**src/rtl/shifter_pkg.sv**
```systemverilog
// Shared helpers for the programmable row delay line: delay clamping and
// wrap-around pointer arithmetic, plus default sizing constants.
package shifter_pkg;

    localparam int DATA_W_DEF    = 8;
    localparam int MAX_DELAY_DEF = 37;

    // Delay 0 is meaningless for a delay line, so it behaves as a registered pass-through.
    function automatic int clamp_delay(input int d, input int max_d);
        if (d == 0)
            return 1;
        else if (d > max_d)
            return max_d;
        return d;
    endfunction

    // (p - k) mod max_d without ever going negative; valid for 0 <= k < max_d.
    function automatic int ptr_sub(input int p, input int k, input int max_d);
        int s;
        s = p + max_d - k;
        if (s >= max_d)
            s = s - max_d;
        return s;
    endfunction

endpackage

```
**src/rtl/shifter_row_buf_if.sv**
```systemverilog
// Stream/control bundle between the row-input source and the delay line.
interface shifter_row_buf_if
    import shifter_pkg::*;
#(
    parameter int DATA_W   = DATA_W_DEF,
    parameter int CHANNELS = 1,
    parameter int DELAY_W  = 6
);
    logic [DELAY_W-1:0]         delay;
    logic [CHANNELS*DATA_W-1:0] in_data;
    logic                       in_valid;
    logic                       flush;
    logic [CHANNELS*DATA_W-1:0] out_data;
    logic                       out_valid;
    logic [DELAY_W-1:0]         fill_cnt;
    logic [DELAY_W-1:0]         delay_q;

    modport master (
        output delay, in_data, in_valid, flush,
        input  out_data, out_valid, fill_cnt, delay_q
    );

    modport slave (
        input  delay, in_data, in_valid, flush,
        output out_data, out_valid, fill_cnt, delay_q
    );
endinterface

```
**src/rtl/shifter_lane.sv**
```systemverilog
// One lane of sample storage: a MAX_DELAY-deep ring with a registered read
// port and a write-through bypass for the delay-of-one case.
module shifter_lane
    import shifter_pkg::*;
#(
    parameter int DATA_W    = DATA_W_DEF,
    parameter int MAX_DELAY = MAX_DELAY_DEF,
    parameter int PTR_W     = 6
) (
    input  logic              clk,
    input  logic              rst_n,
    input  logic              we,
    input  logic              bypass,
    input  logic [PTR_W-1:0]  wptr,
    input  logic [PTR_W-1:0]  rptr,
    input  logic [DATA_W-1:0] din,
    output logic [DATA_W-1:0] dout
);
    logic [DATA_W-1:0] r_ring [MAX_DELAY];
    logic [DATA_W-1:0] r_dout;

    always_ff @(posedge clk) begin
        if (we)
            r_ring[wptr] <= din;
    end

    // The read sees the pre-write ring, so the current sample only reaches the output through the bypass.
    always_ff @(posedge clk) begin
        if (!rst_n)
            r_dout <= '0;
        else if (we)
            r_dout <= bypass ? din : r_ring[rptr];
    end

    assign dout = r_dout;
endmodule

```
**src/rtl/shifter_row_buf.sv**
```systemverilog
// Runtime-programmable multi-lane delay line for the pooling row-input path;
// shared pointer, fill, delay and valid control drive CHANNELS ring lanes.
module shifter_row_buf
    import shifter_pkg::*;
#(
    parameter int DATA_W    = DATA_W_DEF,
    parameter int CHANNELS  = 1,
    parameter int MAX_DELAY = MAX_DELAY_DEF,
    parameter int DELAY_W   = 6
) (
    input logic              clk,
    input logic              rst_n,
    shifter_row_buf_if.slave bus
);
    localparam int PTR_W = (MAX_DELAY > 1) ? $clog2(MAX_DELAY) : 1;

    logic [PTR_W-1:0]           r_wptr;
    logic [DELAY_W-1:0]         r_fill;
    logic [DELAY_W-1:0]         r_delay_q;
    logic                       r_out_valid;
    logic [DELAY_W-1:0]         w_delay_clamped;
    logic [DELAY_W-1:0]         w_delay_eff;
    logic [DELAY_W-1:0]         w_fill_next;
    logic [PTR_W-1:0]           w_rptr;
    logic                       w_we;
    logic                       w_bypass;
    logic [CHANNELS*DATA_W-1:0] w_out_data;

    assign w_delay_clamped = DELAY_W'(clamp_delay(int'(bus.delay), MAX_DELAY));
    // An empty buffer adopts the requested delay on this same edge, so the first accept already uses it.
    assign w_delay_eff     = (r_fill == '0) ? w_delay_clamped : r_delay_q;
    assign w_fill_next     = (r_fill >= w_delay_eff) ? w_delay_eff : r_fill + 1'b1;
    assign w_rptr          = PTR_W'(ptr_sub(int'(r_wptr), int'(w_delay_eff) - 1, MAX_DELAY));
    assign w_bypass        = (w_delay_eff == DELAY_W'(1));
    assign w_we            = rst_n & bus.in_valid & ~bus.flush;

    always_ff @(posedge clk) begin
        if (!rst_n) begin
            r_wptr      <= '0;
            r_fill      <= '0;
            r_out_valid <= 1'b0;
            r_delay_q   <= w_delay_clamped;
        end else begin
            if (r_fill == '0)
                r_delay_q <= w_delay_clamped;
            if (bus.flush) begin
                r_fill      <= '0;
                r_out_valid <= 1'b0;
            end else if (bus.in_valid) begin
                r_wptr      <= (r_wptr == PTR_W'(MAX_DELAY - 1)) ? '0 : r_wptr + 1'b1;
                r_fill      <= w_fill_next;
                r_out_valid <= (w_fill_next == w_delay_eff);
            end else begin
                r_out_valid <= 1'b0;
            end
        end
    end

    for (genvar c = 0; c < CHANNELS; c++) begin : g_lane
        shifter_lane #(
            .DATA_W    (DATA_W),
            .MAX_DELAY (MAX_DELAY),
            .PTR_W     (PTR_W)
        ) u_lane (
            .clk    (clk),
            .rst_n  (rst_n),
            .we     (w_we),
            .bypass (w_bypass),
            .wptr   (r_wptr),
            .rptr   (w_rptr),
            .din    (bus.in_data[c*DATA_W +: DATA_W]),
            .dout   (w_out_data[c*DATA_W +: DATA_W])
        );
    end

    assign bus.out_data  = w_out_data;
    assign bus.out_valid = r_out_valid;
    assign bus.fill_cnt  = r_fill;
    assign bus.delay_q   = r_delay_q;
endmodule
```
**src/flat_wrapper.sv**
```systemverilog
// flat-port wrapper written by rule: the top's interface ports become plain ports
module shifter_row_buf_flat import shifter_pkg::*;
#(
    parameter int DATA_W    = DATA_W_DEF,
    parameter int CHANNELS  = 1,
    parameter int MAX_DELAY = MAX_DELAY_DEF,
    parameter int DELAY_W   = 6
)
  (clk, rst_n, bus_delay, bus_in_data, bus_in_valid, bus_flush, bus_out_data, bus_out_valid, bus_fill_cnt, bus_delay_q);
  shifter_row_buf_if #(.DATA_W(DATA_W), .CHANNELS(CHANNELS), .DELAY_W(DELAY_W)) bus_i ();
  input logic clk;
  input logic rst_n;
  input wire logic [$bits(bus_i.delay)-1:0] bus_delay;
  input wire logic [$bits(bus_i.in_data)-1:0] bus_in_data;
  input wire logic [$bits(bus_i.in_valid)-1:0] bus_in_valid;
  input wire logic [$bits(bus_i.flush)-1:0] bus_flush;
  output wire logic [$bits(bus_i.out_data)-1:0] bus_out_data;
  output wire logic [$bits(bus_i.out_valid)-1:0] bus_out_valid;
  output wire logic [$bits(bus_i.fill_cnt)-1:0] bus_fill_cnt;
  output wire logic [$bits(bus_i.delay_q)-1:0] bus_delay_q;
  assign bus_i.delay = bus_delay;
  assign bus_i.in_data = bus_in_data;
  assign bus_i.in_valid = bus_in_valid;
  assign bus_i.flush = bus_flush;
  assign bus_out_data = bus_i.out_data;
  assign bus_out_valid = bus_i.out_valid;
  assign bus_fill_cnt = bus_i.fill_cnt;
  assign bus_delay_q = bus_i.delay_q;
  shifter_row_buf #(.DATA_W(DATA_W), .CHANNELS(CHANNELS), .MAX_DELAY(MAX_DELAY), .DELAY_W(DELAY_W)) u_core (.clk(clk), .rst_n(rst_n), .bus(bus_i));
endmodule
```
**config.mk**
```make
export PLATFORM = sky130hd
export DESIGN_NAME = shifter_row_buf_flat
export DESIGN_NICKNAME = d
export VERILOG_FILES = /design/src/rtl/shifter_pkg.sv /design/src/rtl/shifter_row_buf_if.sv /design/src/rtl/shifter_lane.sv /design/src/rtl/shifter_row_buf.sv /design/src/flat_wrapper.sv
export SDC_FILE = /design/constraint.sdc
export NUM_CORES = 1
export LEC_CHECK = 0
export BUFFER_PORTS_ARGS = -buffer_cell sky130_fd_sc_hd__clkbuf_2
export CAP_MARGIN = 10
export CORE_ASPECT_RATIO = 1.25
export CORE_UTILIZATION = 45
export DETAILED_ROUTE_END_ITERATION = 7
export PLACE_DENSITY = 0.6
export SKIP_CTS_REPAIR_TIMING = 1
export SLEW_MARGIN = 20
export SYNTH_ARGS = -nofsm -noshare
export SYNTH_HDL_FRONTEND = slang
export SYNTH_SLANG_ARGS = --single-unit
export TNS_END_PERCENT = 50
```
**constraint.sdc**
```tcl
create_clock -name clk -period 16.99 [get_ports clk]
set_input_delay 3.398 -clock clk [delete_from_list [all_inputs] [get_ports clk]]
set_output_delay 3.398 -clock clk [all_outputs]
set_load 0.01 [all_outputs]
```
==> flow_summary.toml <==
[routing]
vias_per_cell = 5.89
vias = 8552
dr.pass1.iters = 5
drt_wl_total_mm = 33.8
ant_nets = 0
wl_per_cell_um = 23.3
drcViolationCount = 0
drt_first_iter_violations = 707

[worst_hold_path]
hold_start = "u_core.g_lane[0].u_lane.dout[5]"
min_path_type = "reg2reg"
holdPathStages = 2

[global_route]
grt_pass1_wl_mm = 51.4
grt_use_total_pct = 21.2
antenna_found_initial = 0
grt_max_degree = 59
grt_pass1_vias = 8399
overflow = 0

[logic_synthesis]
avgSynthCellArea_um2 = 14.4
synth_edf_count = 296
synth_area_leaders = "edfxtp_1, mux4_2, dfxtp_1, mux2i_1, nand2_1"
yosysSeqAreaShare_pct = 66.2
synth_warnings = 0
post_synth_instance_area_mm2 = 0.0142
synth_nets = 1025
netlist_instances = 987
synthFlopType = "edfxtp_1"
synth.distinct_cells = 70
yosys-top-cells-count = "edfxtp_1, nand2_1, nor2_1, mux2i_1, nand3_1"
yosysMostFrequentCell = "edfxtp_1"
async_reset_ff_share_pct = 0
synth_top_area_share_pct = 62.4
ys_ff_latch = 323
yosysTopAreaCell = "edfxtp_1"

[clock_network]
cts_tree = "done"
cts_inserted_buffers = 31
path_clk_slew_ns = 0.07
cts_root_buf = "clkbuf_16"
h-tree-depth = 1
clk_latency_ns = 0.59
cts.path.max_buffers = 3
clock_sinks = 323

[place]
port_buffers = 38
globalplace.congestion = 0.848
dpl.hpwl_mm = 21.7

[pwr]
total_power_mw = 2.30
peakVddDrop_v = 0.0000883
power.density_mw_per_mm2 = 146
leakage_nw = 5.31

[final_layout]
area_growth_pct = 10.8
antenna_cells = 0
utilization_pct = 50.9
nNetsFinal = 1058
final_layout_size_suffix_gt1_share_pct = 15.3

[timing]
setup_viol = 0
whs_ns = 0.535
finalClockSkew_ns = 0.0203
fmax_ghz = 0.108
fin_crit_sh_pct = 54.7
drv_slew = 0
worstMarginPinSlew_ns = 1.04
fin_crit_ns = 9.29
relSlewSlack_pct = 30.1
fin_tns_setup_ns = 0
rsz0062_at_grt = "no"
hold_viol = 0

[setup_path]
r2r_start = "u_core.bus.fill_cnt[0]"
cp.arrival_ns = 9.77
ff2ff_path_depth = 21
start_kind = "primary input"
cp_max_fo = 43
critPathKind = "in2reg"
worst_setup_path_end_kind = "flop"
crit_required_ns = 17.47
worstSetupStartpoint = "bus_delay[1]"

[die]
ios = 39
rows = 72
die_x_um = 161
die_y_um = 201
die_area_mm2 = 0.0324
initial_core_util_pct = 45.9
core_mm2 = 0.0310

[outcome]
outcome = "finished clean"

[flow_run]
cap_violations = 0
==> placed cells by master, fill, tap and decap left out, types with 14 or more instances in the layout <==
cell type / instances
edfxtp_1: 296
nand2_1: 100
nor2_1: 72
mux2i_1: 51
nand3_1: 44
mux4_2: 39
clkbuf_2: 38
clkbuf_16: 31
dfxtp_1: 27
o21ai_0: 22
a21oi_1: 20
ha_1: 19
xnor2_1: 18
inv_1: 15
mux2_2: 14
==> per-layer routing <==
metal	part of all wire, %	GRT usage, %	vias to the layer above
met4	2.7	7.08	0
met1	41	28.2	4277
met2	51	36.1	308
li1	-	-	3910
met3	5.7	2.58	57
met5	0	0	-
==> critical path, cell delays in order <==
cell	delay [ns]
clkbuf_2	0.10
a211o_1	0.29
a221o_1	0.36
mux2i_1	0.48
inv_1	0.10
ha_1	0.30
inv_1	0.07
fa_1	0.47
and3_1	0.20
or3_1	0.36
a222oi_1	0.51
nor3_1	0.12
and3_1	0.25
o21a_1	0.23
nor2_4	0.35
buf_4	0.73
mux4_2	0.58
mux2_1	0.32
o221a_2	0.23
a211o_1	0.29
==> stage by stage <==
step / cells / setup slack [ns] / instance area, um^2
after floorplan: 987 / 8.37 / 14200
after global placement: 1394 / 7.17 / 14800
after detailed placement: 1394 / 7.05 / 14800
after CTS: 1451 / 7.65 / 15800
after global routing: 1451 / 7.22 / 15800
final: 1451 / 7.70 / 15800
==> state kept, by name, indices dropped and copies added (netlist names) <==
register and flops:
u_core.bus.delay_q 6, u_core.r_wptr 6, u_core.g_lane.u_lane.r_ring 296, u_core.g_lane.u_lane.dout 8, u_core.bus.fill_cnt 6, u_core.bus.out_valid 1
==> report_power, final <==
group          internal, mW  total [mW]  leakage [nW]  switching, mW
Clock                 0.372       0.668         0.479          0.296
Combinational         0.287       0.746          1.95          0.459
Sequential            0.878       0.890          2.88         0.0120
Total                  1.54        2.30          5.31          0.767
==> cell families after synthesis <==
family | count (synthesis) | synth area share [%]
xor gates and xnor gates | 25 | 1.54
muxes | 105 | 10.9
buffers and inverters | 65 | 2.13
adders and majority gates | 20 | 1.81
and+or+nand+nor | 295 | 9.65
AOI/OAI and AO/OA | 154 | 7.68
DFF | 323 | 66.2
==> final timing paths <==
kind | end | slack, ns
hold reg to reg | u_core.g_lane[0].u_lane.dout[5] | 0.53
setup reg to reg | u_core.g_lane[0].u_lane.dout[1] | 9.28
setup / recovery | u_core.g_lane[0].u_lane.dout[1] | 7.70
hold / removal | u_core.g_lane[0].u_lane.dout[5] | 0.53
==> area by class of cell <==
cell class | instances | area (um^2)
clock buffer | 38 | 812
multi-input combinational | 599 | 4520
tap | 407 | 509
sequential | 323 | 9430
fill | 2622 | 15200
timing repair buffer | 49 | 273
inverter | 16 | 60.1
clock inverter | 19 | 171
No activity file was read; power rests on OpenSTA's default activity.
